$ cat src/rtl/weight_arb_pkg.sv
// Shared types and helpers for the weight fetch arbiter.
//   arb_state_t : arbiter FSM states
//   gid_w()     : grant-id width for N requesters, never below 1 bit
//   STAT_W      : per-engine grant counter width (statistics build)
//   WAIT_STAT_W : longest-wait statistic width (statistics build)
package weight_arb_pkg;

  typedef enum logic [1:0] {IDLE, ISSUE, WAIT, RESPOND} arb_state_t;

  localparam int STAT_W      = 32;
  localparam int WAIT_STAT_W = 16;

  function automatic int gid_w(input int n);
    return (n <= 1) ? 1 : $clog2(n);
  endfunction

endpackage

$ cat src/rtl/weight_fetch_arbiter_rr_picker.sv
// rr_picker: combinational round-robin pick.
// Returns the first set bit of req at or after ptr, wrapping N-1 -> 0.
//   req   : request vector
//   ptr   : round-robin start index (always < N)
//   found : some request is set
//   idx   : chosen index (0 when nothing is set)
module rr_picker
  import weight_arb_pkg::*;
#(
  parameter int N = 4
) (
  input  logic [N-1:0]          req,
  input  logic [gid_w(N)-1:0]   ptr,
  output logic                  found,
  output logic [gid_w(N)-1:0]   idx
);

  localparam int IW = gid_w(N);

  logic [IW-1:0] j;

  // Walk offsets from farthest to nearest so the nearest hit is the last
  // assignment and therefore wins.
  always_comb begin
    found = 1'b0;
    idx   = '0;
    j     = '0;
    for (int o = N - 1; o >= 0; o--) begin
      j = IW'((int'(ptr) + o) % N);
      if (req[j]) begin
        found = 1'b1;
        idx   = j;
      end
    end
  end

endmodule

$ cat src/rtl/weight_fetch_arbiter.sv
// weight_fetch_arbiter: shares one weight-memory read port between N_REQ
// engines. Round-robin grant, one outstanding read, data broadcast, valid
// pulsed one-hot to the granted engine.
// Optional feature macro: WEIGHT_ARB_STATS_EN (adds stat_grants, stat_wait_max).
// Ports:
//   clk, rst              clock, async active-high reset
//   req, req_addr         per-engine level request and address
//   rsp_data, rsp_valid   broadcast data, one-hot one-cycle valid
//   mem_rd_en, mem_addr   read strobe and held address to weight memory
//   mem_rdata, mem_rvalid memory return
//   busy                  FSM not in IDLE
//   grant_id              current / last granted engine
//   timeout_err           sticky read-timeout flag
//   stat_grants           (stats) per-engine RESPOND count, saturating
//   stat_wait_max         (stats) longest WAIT duration, saturating
module weight_fetch_arbiter
  import weight_arb_pkg::*;
#(
  parameter int WIDTH   = 16,
  parameter int ADDR_W  = 13,
  parameter int N_REQ   = 4,
  parameter int TIMEOUT = 255
) (
  input  logic                           clk,
  input  logic                           rst,
  input  logic [N_REQ-1:0]               req,
  input  logic [N_REQ-1:0][ADDR_W-1:0]   req_addr,
  output logic signed [WIDTH-1:0]        rsp_data,
  output logic [N_REQ-1:0]               rsp_valid,
  output logic                           mem_rd_en,
  output logic [ADDR_W-1:0]              mem_addr,
  input  logic signed [WIDTH-1:0]        mem_rdata,
  input  logic                           mem_rvalid,
  output logic                           busy,
  output logic [gid_w(N_REQ)-1:0]        grant_id,
  output logic                           timeout_err
`ifdef WEIGHT_ARB_STATS_EN
  ,
  output logic [N_REQ-1:0][STAT_W-1:0]   stat_grants,
  output logic [WAIT_STAT_W-1:0]         stat_wait_max
`endif
);

  localparam int GW    = gid_w(N_REQ);
  localparam int TO_W  = $clog2(TIMEOUT + 1);
  // Counter is wide enough for both the timeout compare and the wait statistic.
  localparam int CNT_W = (WAIT_STAT_W > TO_W) ? WAIT_STAT_W : TO_W;

  arb_state_t       state;
  logic [GW-1:0]    rr_ptr;
  logic [GW-1:0]    pick_idx;
  logic [GW-1:0]    next_ptr;
  logic             pick_found;
  logic [CNT_W-1:0] wait_cnt;
  logic             wait_hit;
  logic             wait_abort;

  rr_picker #(.N(N_REQ)) u_pick (
    .req   (req),
    .ptr   (rr_ptr),
    .found (pick_found),
    .idx   (pick_idx)
  );

  assign next_ptr = (int'(grant_id) >= N_REQ - 1) ? '0 : grant_id + 1'b1;

  // wait_cnt counts completed WAIT cycles; the TIMEOUT-th WAIT cycle aborts
  // unless data arrives in that same cycle.
  assign wait_hit   = (TIMEOUT != 0) && (wait_cnt == CNT_W'(TIMEOUT - 1));
  assign wait_abort = (state == WAIT) && !mem_rvalid && wait_hit;

  always_ff @(posedge clk or posedge rst) begin
    if (rst) begin
      state       <= IDLE;
      rr_ptr      <= '0;
      grant_id    <= '0;
      mem_addr    <= '0;
      mem_rd_en   <= 1'b0;
      rsp_valid   <= '0;
      rsp_data    <= '0;
      busy        <= 1'b0;
      timeout_err <= 1'b0;
      wait_cnt    <= '0;
    end else begin
      mem_rd_en <= 1'b0;
      rsp_valid <= '0;
      case (state)
        IDLE: begin
          if (pick_found) begin
            state     <= ISSUE;
            busy      <= 1'b1;
            grant_id  <= pick_idx;
            mem_addr  <= req_addr[pick_idx];
            mem_rd_en <= 1'b1;
          end
        end
        ISSUE: begin
          state    <= WAIT;
          wait_cnt <= '0;
        end
        WAIT: begin
          if (mem_rvalid) begin
            rsp_data  <= mem_rdata;
            rsp_valid <= N_REQ'(1) << grant_id;
            state     <= RESPOND;
          end else if (wait_abort) begin
            // Requester keeps req high and is re-served in its turn.
            timeout_err <= 1'b1;
            rr_ptr      <= next_ptr;
            busy        <= 1'b0;
            state       <= IDLE;
          end else if (!(&wait_cnt)) begin
            wait_cnt <= wait_cnt + 1'b1;
          end
        end
        RESPOND: begin
          rr_ptr <= next_ptr;
          busy   <= 1'b0;
          state  <= IDLE;
        end
        default: state <= IDLE;
      endcase
    end
  end

`ifdef WEIGHT_ARB_STATS_EN
  logic [CNT_W-1:0]       wait_len;
  logic [WAIT_STAT_W-1:0] wait_len_sat;

  // Duration of the WAIT phase ending this cycle (current cycle included).
  assign wait_len     = (&wait_cnt) ? wait_cnt : wait_cnt + 1'b1;
  assign wait_len_sat = (wait_len > CNT_W'({WAIT_STAT_W{1'b1}})) ? '1
                        : wait_len[WAIT_STAT_W-1:0];

  always_ff @(posedge clk or posedge rst) begin
    if (rst) begin
      stat_wait_max <= '0;
      stat_grants   <= '0;
    end else begin
      if (state == WAIT && (mem_rvalid || wait_abort) && wait_len_sat > stat_wait_max)
        stat_wait_max <= wait_len_sat;
      for (int i = 0; i < N_REQ; i++) begin
        if (state == RESPOND && int'(grant_id) == i && !(&stat_grants[i]))
          stat_grants[i] <= stat_grants[i] + 1'b1;
      end
    end
  end
`endif

endmodule

$ cat config.mk
export PLATFORM = sky130hd
export DESIGN_NAME = weight_fetch_arbiter
export DESIGN_NICKNAME = d
export VERILOG_FILES = /design/src/rtl/weight_arb_pkg.sv /design/src/rtl/weight_fetch_arbiter_rr_picker.sv /design/src/rtl/weight_fetch_arbiter.sv
export SDC_FILE = /design/constraint.sdc
export NUM_CORES = 1
export LEC_CHECK = 0
export CORE_MARGIN = 1.5
export CORE_UTILIZATION = 45
export DETAILED_ROUTE_END_ITERATION = 12
export GPL_ROUTABILITY_DRIVEN = 0
export PLACE_DENSITY = 0.79
export RECOVER_POWER = 50
export REMOVE_ABC_BUFFERS = 1
export SYNTH_ARGS = -nofsm -noshare
export SYNTH_HDL_FRONTEND = slang
export SYNTH_SLANG_ARGS = --single-unit
$ cat constraint.sdc
create_clock -name clk -period 2.3 [get_ports clk]
set_clock_uncertainty 0.15 [all_clocks]
set_input_delay 0.46 -clock clk [delete_from_list [all_inputs] [get_ports clk]]
set_output_delay 0.46 -clock clk [all_outputs]
set_load 0.02 [all_outputs]
==> flow_summary.toml <==
[sta]
rsz0062_at_grt = "no"
setup_ws_ps = 62.69
hold_violations = 0
setup_viol = 0
min_period_ps = 2237
slew_headroom_pct = 13.35
worstMarginPinSlew_ps = 1300
fmax_ghz = 0.4470
period_share_pct = 97.27
drv_slew = 0

[power_and_ir_drop]
switching_power_uw = 1888
clockPowerShare_pct = 19.6
power_uw = 5196
pwr_density_cell_nw_per_um2 = 1118
p_int_uw = 3308
p_sw_share_pct = 36.34
sequentialPowerShare_pct = 31.3
power_leakage_uw = 0.001940
power_frac_comb_pct = 49.0
vdd_ir_drop_max_uv = 494.3

[cells_and_area]
final_util_pct = 71.53
area_growth_pct = 50.63
fin_cells = 496
final_layout_size_suffix_gt1_share_pct = 20.05
multi_input_area_um2 = 1521
seq_area_um2 = 1451
n_antenna_cell = 0
num-nets-final = 495
final_common_cell = "clkdlybuf4s50_1"
final_cell_mix = "111 x clkdlybuf4s50_1, 58 x dfrtp_1, 22 x mux2_2, 19 x buf_4"
fillers = 476

[placement]
dp_hpwl_mm = 5.968
place_ws_ps = -317.6
dp_cells = 480
port_buffers = 112

[synth]
async_flop_share_pct = 100.0
syn_area_per_cell_um2 = 10.94
yosys_most_used_dff = "dfrtp_1"
synth_warnings = 0
synth.yosys.seq_area_share_pct = 47.06
yosysUniqueCellTypes = 46
synth_area_um2 = 3084
synth_edf_count = 0
ys_seq_elements = 58
synthCells = 282

[global_routing]
antenna_found_initial = 0
grt_pass1_wl_mm = 12.63
grt-ovfl-total = 0
grt_usage_pct = 22.06
grt_max_degree = 33
grt_pass1_vias = 2807

[die]
start_util_pct = 47.49
fp.dieH_um = 85.79
coreArea_um2 = 6495
ios = 113
die_area_um2 = 7359
num_rows = 29
die_w_um = 85.79

[status]
status = "completed"

[setup_path]
crit_slowest_cell = "clkdlybuf4s50_1"
cp-start-kind = "primary input"
worst-path-max-fanout = 5
cp_data_arrival_time_ps = 2300
end_kind = "flip-flop"
max_stage_delay_ps = 560
crit_path_cell_trace = "clkdlybuf4s50_1 -> nand2_2 -> a211oi_4 -> nor2_2 -> buf_4 -> mux2_4 -> a221o_1"
crit_type = "in -> reg"
crit_required_ps = 2360

[drt]
wl_per_cell_um = 16.05
num_vias = 2776
post-route-drc-count = 0
antenna_left = 0
via_per_inst = 5.597
dr.pass1.iters = 6
drt_iter0_drc = 114
routed_wl_mm = 7.963

[cts]
cts_resized = 0
cts_setup_buffers = 0
holdBufCountCts = 0
cts_buffers = 9
cts_sinks = 58
clock_path_buffers = 2
cts_root_buffer = "clkbuf_8"
htreeDepth = 3
cts_tree = "built"
clk_pin_slew_ps = 70
clk_latency_ps = 330

[min_path]
min_path_type = "reg -> reg"

[run]
maxCapViolCount = 0
[final cells by class]
cell class	count	area share (%)
clock buffer	9	2.666
clock inverter	7	2.020
inverter	7	0.5656
multi-input combinational	199	32.75
sequential	58	31.24
tap	77	2.074
timing repair buffer	139	28.68
[sequential cells by signal, indices dropped and copies added, names as in the netlist, 2 cells and up]
register / cells
grant_id: 2
rr_ptr: 2
mem_addr: 13
state: 2
wait_cnt: 16
rsp_valid: 4
rsp_data: 16
[metal layers]
metal / vias up / routed length (um) / global-route usage (%) / part of all wire, %
met1: 1320 / 3230 / 25.28 / 41
met5: - / 0 / 0 / 0
li1: 1324 / - / - / -
met4: 0 / 179 / 10.41 / 2.2
met3: 19 / 602 / 6.545 / 7.6
met2: 113 / 3951 / 37.87 / 50
[synth_stat cells, types with 5 or more instances]
| library cell | n | share of area (%) |
|---|---|---|
| o311ai_0 | 5 | 1.4 |
| nand3_1 | 18 | 2.9 |
| buf_2 | 6 | 0.97 |
| nor2b_1 | 5 | 1.0 |
| a21oi_1 | 18 | 2.9 |
| inv_1 | 5 | 0.61 |
| nand4_1 | 5 | 1.0 |
| ha_1 | 6 | 2.4 |
| o21ai_0 | 17 | 2.8 |
| a221o_1 | 13 | 4.2 |
| clkbuf_1 | 9 | 1.1 |
| dfrtp_1 | 58 | 47 |
| nand2_1 | 13 | 1.6 |
| nor2_1 | 10 | 1.2 |
| mux2_4 | 9 | 4.4 |
| nor4_1 | 5 | 1.0 |
| mux2_2 | 22 | 8.0 |
[power by group through the flow]
| stage | sequential [uW] | combinational, uW | clock (uW) |
|---|---|---|---|
| global route | 1670 | 2740 | 1080 |
| CTS | 1630 | 2610 | 1040 |
| detailed placement | 1630 | 2600 | 0 |
| finish | 1630 | 2550 | 1020 |
| global placement | 1620 | 2540 | 0 |
| floorplan | 1970 | 1010 | 0 |
[critical path, delay by kind of cell]
kind	cells	cell delay [ps]
compound gates	2	610
buf+inv	2	730
mux	1	300
simple gates	2	190
[cell families after synthesis]
kind of cell | synth area share [%]
compound gates | 17.16
fa+ha+maj | 2.434
mux | 12.74
buf+inv | 3.773
xor+xnor | 1.136
simple gates | 15.70
flops | 47.06
[stage by stage]
stage               hold slack (ps)  cell area (um^2)  setup TNS, ps
floorplan                     321.8              2994         -195.3
global route                  357.7              4646              0
global placement              293.3              4477          -2881
CTS                           319.0              4695              0
detailed placement            308.0              4477          -3723
finish                        321.4              4646              0
[path summary, 6_finish.rpt]
kind	depth (start not counted)	to	startpoint	slack [ps]
worst max-delay path	7	mem_addr[8]	req[0]	60
worst min-delay path	1	timeout_err	timeout_err	320
worst max register to register	5	rsp_data[8]	state[1]	230
worst min register to register	1	timeout_err	timeout_err	320
max in group asynchronous	3	mem_rd_en	rst	370
min in group asynchronous	3	mem_addr[3]	rst	660
Power figures use the tool's default switching activity.
